===== src/rtl/s641_pkg.sv =====
// Shared constants and types for the s641 scan-state wrapper.
package s641_pkg;

  localparam int NSTATE    = 19;
  localparam int SHIFT_LEN = 19;
  localparam int CNT_W     = 5;

  typedef enum logic [1:0] {
    ST_IDLE  = 2'd0,
    ST_CAPT  = 2'd1,
    ST_SHIFT = 2'd2,
    ST_DONE  = 2'd3
  } state_e;

  // Operation applied to the present-state register on the next clock edge.
  typedef enum logic [1:0] {
    PS_HOLD  = 2'd0,
    PS_LOAD  = 2'd1,
    PS_SHIFT = 2'd2
  } ps_op_e;

endpackage


===== src/rtl/s641_state_reg.sv =====
// Present-state register with load / shift-right / hold mux; 1-cycle latency.
// No backpressure: the selected operation is applied on every rising clock edge.
module s641_state_reg
  import s641_pkg::*;
#(
  parameter int W = NSTATE
) (
  input  logic         clk,
  input  logic         rst_n,
  input  ps_op_e       op,
  input  logic [W-1:0] ns,
  input  logic         scan_in,
  output logic [W-1:0] ps
);

  logic [W-1:0] ps_d;
  logic [W-1:0] ps_q;

  // Shifting moves toward bit 0, so the LSB is always the next bit to unload.
  always_comb begin
    ps_d = ps_q;
    case (op)
      PS_LOAD:  ps_d = ns;
      PS_SHIFT: ps_d = {scan_in, ps_q[W-1:1]};
      default:  ps_d = ps_q;
    endcase
  end

  always_ff @(posedge clk) begin
    if (!rst_n) begin
      ps_q <= '0;
    end else begin
      ps_q <= ps_d;
    end
  end

  assign ps = ps_q;

endmodule


===== src/rtl/s641_scan_state.sv =====
// s641 state register with scan unload/load FSM; NS->PS 1 cycle when functional.
// No backpressure: once started, a scan operation runs to completion and ignores inputs.
module s641_scan_state #(
  parameter int NSTATE = s641_pkg::NSTATE
) (
  input  logic              CK,
  input  logic              RSTN,
  input  logic [NSTATE-1:0] NS,
  output logic [NSTATE-1:0] PS,
  input  logic              FUNC_EN,
  input  logic              SCAN_REQ,
  input  logic              SCAN_IN,
  output logic              SCAN_OUT,
  output logic              SCAN_BUSY,
  output logic              SCAN_DONE,
  input  logic              SCAN_CAPT
);

  import s641_pkg::*;

  state_e             state_d;
  state_e             state_q;
  logic [CNT_W-1:0]   cnt_d;
  logic [CNT_W-1:0]   cnt_q;
  ps_op_e             ps_op;
  logic [NSTATE-1:0]  ps;

  // Requests are only looked at in IDLE; DONE always falls back to IDLE first.
  always_comb begin
    state_d = state_q;
    cnt_d   = cnt_q;
    ps_op   = PS_HOLD;
    case (state_q)
      ST_IDLE: begin
        if (SCAN_REQ) begin
          state_d = SCAN_CAPT ? ST_CAPT : ST_SHIFT;
          cnt_d   = '0;
        end else if (FUNC_EN) begin
          ps_op = PS_LOAD;
        end
      end
      ST_CAPT: begin
        ps_op   = PS_LOAD;
        cnt_d   = '0;
        state_d = ST_SHIFT;
      end
      ST_SHIFT: begin
        ps_op = PS_SHIFT;
        if (cnt_q == CNT_W'(SHIFT_LEN - 1)) begin
          cnt_d   = '0;
          state_d = ST_DONE;
        end else begin
          cnt_d = cnt_q + CNT_W'(1);
        end
      end
      ST_DONE: begin
        state_d = ST_IDLE;
      end
      default: begin
        state_d = ST_IDLE;
        cnt_d   = '0;
      end
    endcase
  end

  always_ff @(posedge CK) begin
    if (!RSTN) begin
      state_q <= ST_IDLE;
      cnt_q   <= '0;
    end else begin
      state_q <= state_d;
      cnt_q   <= cnt_d;
    end
  end

  s641_state_reg #(
    .W (NSTATE)
  ) u_state_reg (
    .clk     (CK),
    .rst_n   (RSTN),
    .op      (ps_op),
    .ns      (NS),
    .scan_in (SCAN_IN),
    .ps      (ps)
  );

  assign PS        = ps;
  assign SCAN_OUT  = ps[0];
  assign SCAN_BUSY = (state_q != ST_IDLE);
  assign SCAN_DONE = (state_q == ST_DONE);

endmodule


===== config.mk =====
export PLATFORM = sky130hd
export DESIGN_NAME = s641_scan_state
export DESIGN_NICKNAME = d
export VERILOG_FILES = /design/src/rtl/s641_pkg.sv /design/src/rtl/s641_state_reg.sv /design/src/rtl/s641_scan_state.sv
export SDC_FILE = /design/constraint.sdc
export NUM_CORES = 1
export LEC_CHECK = 0
export ABC_AREA = 1
export ABC_CLOCK_PERIOD_IN_PS = 4100
export BUFFER_PORTS_ARGS = -buffer_cell sky130_fd_sc_hd__buf_4
export CAP_MARGIN = 30
export CORE_MARGIN = 5
export CORE_UTILIZATION = 50
export CTS_CLUSTER_SIZE = 14
export DETAILED_ROUTE_END_ITERATION = 7
export PLACE_DENSITY = 0.75
export SLEW_MARGIN = 20
export SYNTH_ARGS = -nofsm -noshare
export SYNTH_HDL_FRONTEND = slang
export SYNTH_SLANG_ARGS = --single-unit

===== constraint.sdc =====
create_clock -name CK -period 4.1 [get_ports CK]
set_input_delay 0.41 -clock CK [delete_from_list [all_inputs] [get_ports CK]]
set_output_delay 0.41 -clock CK [all_outputs]
set_load 0.05 [all_outputs]

Word level (Yosys, flattened, before mapping)

Index checks and enable logic that the tools add are counted.

Output and inout port bits: 22
Register bits: 26
Input bits: 25

Reduce and logical (&&, ||, !) cells: 6
Multiplexer cells: 11
Add/sub/neg operators: 1
Equality and inequality tests: 8

Operators with widths:

| operator                                       | number |
|---|---|
| one-hot mux 19 bit (2 select lines)            | 1 |
| one-hot mux 5 bit (3 select lines)             | 1 |
| two-way mux 5 bit                              | 2 |
| one-hot mux 2 bit (4 select lines)             | 1 |
| == test 2 bit (second input constant)          | 3 |
| two-way mux 2 bit                              | 3 |
| one-hot mux 2 bit (3 select lines)             | 1 |
| adder 5 x 1 -> 5 bit (second input constant)   | 1 |
| == test 5 bit (second input constant)          | 1 |
| == test 2 x 1 -> 1 bit (second input constant) | 2 |
| inequality test 2 bit (second input constant)  | 2 |
| AND reduction 2 bit                            | 2 |
| nonzero test 2 bit                             | 2 |
| nonzero test 3 bit                             | 1 |
| zero test 2 bit                                | 1 |
| two-way mux 1 bit                              | 2 |

Depth between registers and ports, before layout

Depth after elaboration: 5
Gate-level depth with buffers: 10
Gate-level depth less buffers: 10

Hierarchy

Synthesis repeated with hierarchy kept, for this count alone.

Cell total of the unflattened synthesis: 232
Area, all modules: 1524.0 µm²

Modules (own cells, without submodules):

| module          | cells an instance | seq. area each (µm²) | area an instance (µm²) | times used |
|---|---|---|---|---|
| s641_state_reg  | 164               | 380.4                | 1007.2                 | 1 |
| s641_scan_state | 68                | 140.1                | 516.7                  | 1 |

Worst setup path after synthesis

OpenSTA, ideal clock, no wires.

Kind: register to register
Start point: register state_q[0]
End point: register u_state_reg.ps_q[10] (netlist: u_state_reg.ps[10])
Data required time: 4.036 ns
Buffers on the path: 1
Data arrival time: 1.708 ns
Path slack: 2.328 ns
Stages on the path, launching flop included: 11
Path through: dfxtp_1 -> inv_2 -> ha_1 -> inv_1 -> nor2_4 -> nand2_4 -> nand3_4 -> nand2_4 -> buf_12 -> nor2_2 -> nor2_1

Word-level cells in the longest chain between the ends: 4
Elaborated cells between the ends (all ways): 8
Classes of those cells: eq/ne: 4; mux: 2; reduce/logical: 2

RTL lines:

| element                                                                          | RTL line              | source |
|---|---|---|
| start, declared                                                                  | s641_scan_state.sv:22 | `state_e state_q;` |
| start signal, assigned                                                           | s641_scan_state.sv:71 | `state_q <= state_d;` |
| == test 2 bit, or another cell as far along                                      | s641_scan_state.sv:33 | `case (state_q)` |
| one-hot mux 2 bit (3 select lines) (*)                                           | s641_scan_state.sv:33 |  |
| == test 2 bit / == test 2 x 1 -> 1 bit (equally long branches)                   | s641_state_reg.sv:22  | `case (op)` |
| one-hot mux 19 bit (2 select lines) / nonzero test 2 bit (equally long branches) | --                    |  |
| end signal, assigned                                                             | s641_state_reg.sv:33  | `ps_q <= ps_d;` |
| end, declared                                                                    | s641_state_reg.sv:17  | `logic [W-1:0] ps_q;` |

Every way passes the cells marked *; elsewhere a longest branch is shown, timed or not.
A chain may end at the register's enable or synchronous reset.

Worst setup path in the final report

Start point: register state_q[0]
End point: register u_state_reg.ps_q[1] (netlist: u_state_reg.ps[1])

Same word-level chain as after synthesis.

==> impl_metrics.csv <==
group,metric,value,unit
detailed_routing,via_per_inst,4.87,
critical_path,crit_required,4.34,ns
timing,slew_headroom,0.448,
detailed_routing,vias,1481,
min_path,worstHoldStart,"NS[4]",
place,port_buffers,46,
critical_path,r2r_start,"state_q[0]$_SDFFE_PN0P_",
finish,finish.net_count,293,
synthesis,synth_ff_type,"dfxtp_1",
job,cap_violations,0,
critical_path,critPathMaxFanout,23,
synthesis,synth_edf_count,0,
global_routing,antenna_found_initial,0,
global_routing,grt_pass1_vias,1399,
finish,diodes,0,
timing,hold_ws,0.422,ns
synthesis,syn_inst,220,
power_and_ir_drop,powerDensity,772,nW/um^2
timing,fin_crit_sh,0.518,
finish,final_cell_mix,"nand2_1 (53), buf_4 (46), nor2_1 (39), dfxtp_1 (26), nand3_1 (24)",
min_path,hp-class,"in2reg",
timing,final.setup.tns,0,ns
synthesis,avgSynthCellArea,7.26,um^2
global_routing,grt_max_degree,25,
cts,post_cts_buffers,0,
timing,finClkSkew,0.00396,ns
timing,max_freq,471,MHz
cts,cts_hold_buf,0,
cts,htreeDepth,1,
detailed_routing,drt_wl_total,3.58,mm
floorplanning,core_area,3050,um^2
power_and_ir_drop,vdd_drop_max,0.324,mV
cts,clkTransAtPathRegs,0.15,ns
cts,cts_tree,"yes",
finish,ff_latch_area,520,um^2
critical_path,startpoint_type,"flop",
synthesis,synth_cell_types,26,
critical_path,startpoint,"state_q[0]$_SDFFE_PN0P_",
timing,rsz0062_at_grt,"false",
floorplanning,dieHeight,66.5,um
global_routing,grt_remaining_overflow,0,
detailed_routing,drc,0,
power_and_ir_drop,p_leak,0.939,nW
detailed_routing,dr.pass1.iters,4,
finish,final_common_cell,"nand2_1",
floorplanning,pin_count,47,
floorplanning,die_w,66.5,um
synthesis,yosys_register_bits,26,
finish,synthToLayoutAreaGrowth,22.6,%
run_status,status,"finished, final reports clean",
synthesis,ys_seq_area_frac,0.326,
cts,clock_latency,0.32,ns
synthesis,yosys_warnings,0,
global_routing,globalRouteTotalUtil,0.173,
cts,cts.sink_count,26,
detailed_routing,wl_per_cell,11.8,um
detailed_routing,ant_nets,0,
cts,cts_buffer_depth,2,
cts,cts-root-buf,"clkbuf_4",
finish,multi_input_area,941,um^2
place,dp_hpwl,2.50,mm
floorplanning,die_area,4430,um^2
critical_path,arrival,2.36,ns
synthesis,ys_async_sr_fraction,0,
synthesis,synth_nets,252,
cts,numCtsBuffers,3,
timing,finalMaxSlewViolations,0,
cts,cts_resized,0,
finish,nFillCells,309,
critical_path,crit_type,"reg2reg",
critical_path,worst_setup_path_end_kind,"flop",
floorplanning,rows,20,
synthesis,syn-cell-area,1600,um^2
global_routing,grt_pass1_wl,6.09,mm
timing,setup_violations,0,
timing,worstMarginPinSlew,0.827,ns
timing,finalHoldViolations,0,
floorplanning,initial_utilization,0.523,
detailed_routing,drt_iter0_drc,79,
finish,drive_gt1_frac,0.277,
timing,finalCriticalPeriod,2.12,ns
place,routabilityCongestion,0.765,
final timing paths:
check	end	slack, ns	depth (start not counted)
setup / recovery	u_state_reg.ps[1]$_SDFFE_PN0P_	1.98	7
hold / removal	u_state_reg.ps[4]$_SDFFE_PN0P_	0.42	5
setup reg to reg	u_state_reg.ps[1]$_SDFFE_PN0P_	1.98	7
hold reg to reg	u_state_reg.ps[0]$_SDFFE_PN0P_	0.51	2
state kept, by name, indices dropped and copies added (netlist names):
| signal | count |
|---|---|
| cnt_q | 5 |
| state_q | 2 |
| u_state_reg.ps | 19 |
where the power goes:
part | internal, mW | leakage, nW | switching (mW) | total [mW]
combinational | 0.293 | 0.697 | 0.645 | 0.938
sequential | 0.329 | 0.214 | 0.0678 | 0.397
clock | 0.0988 | 0.0279 | 0.0800 | 0.179
total | 0.721 | 0.939 | 0.792 | 1.51
synthesized netlist by cell type (all sizes together), types with 2 or more instances:
cell type | n | share of area
a21boi | 20 | 0.094
a21oi | 2 | 0.0063
buf | 8 | 0.052
clkbuf | 2 | 0.0055
dfxtp | 26 | 0.33
ha | 7 | 0.055
inv | 12 | 0.028
nand2 | 56 | 0.15
nand3 | 28 | 0.11
nor2 | 52 | 0.15
o21ai | 3 | 0.0094
o21bai | 2 | 0.0094
per-layer routing:
layer  global-route usage  part of all wire  vias up
met5                    0                 0        -
met4               0.0381            0.0039        0
met3               0.0253             0.050        2
met2                0.300              0.46       34
met1                0.225              0.49      666
li1                     -                 -      779
kinds of logic (layout without fill, tap and decap cells):
| logic type | Yosys count | count (layout) | share of synthesized area |
|---|---|---|---|
| DFF | 26 | 26 | 0.326 |
| buffers and inverters | 22 | 62 | 0.0854 |
| AOI/OAI and AO/OA | 27 | 27 | 0.119 |
| and+or+nand+nor | 137 | 137 | 0.410 |
| adders and majority gates | 7 | 7 | 0.0548 |
| xor gates and xnor gates | 1 | 1 | 0.00548 |
final cells by class:
| type | count | area share |
|---|---|---|
| Inverter | 12 | 0.0230 |
| Tap cell | 44 | 0.0281 |
| Sequential cell | 26 | 0.266 |
| Multi-Input combinational cell | 172 | 0.480 |
| Clock buffer | 3 | 0.0115 |
| Clock inverter | 1 | 0.0153 |
| Timing Repair Buffer | 46 | 0.176 |
through the flow:
stage	instances	area, um^2	util	total power, mW	worst slack [ns]
floorplan	220	1600	-	1.17	2.33
global placement	300	1910	0.625	1.34	2.09
detailed placement	300	1910	0.625	1.35	1.99
CTS	304	1960	0.642	1.53	1.98
global route	304	1960	0.642	1.63	1.79
finish	304	1960	0.642	1.51	1.98
critical path, stage by stage (launching register included):
cell	delay (ns)
dfxtp_1	0.40
inv_2	0.14
ha_1	0.71
inv_2	0.32
a21boi_0	0.25
nand3_1	0.10
nand2_1	0.08
nor2_1	0.04
(Power assumes the default switching activity.)
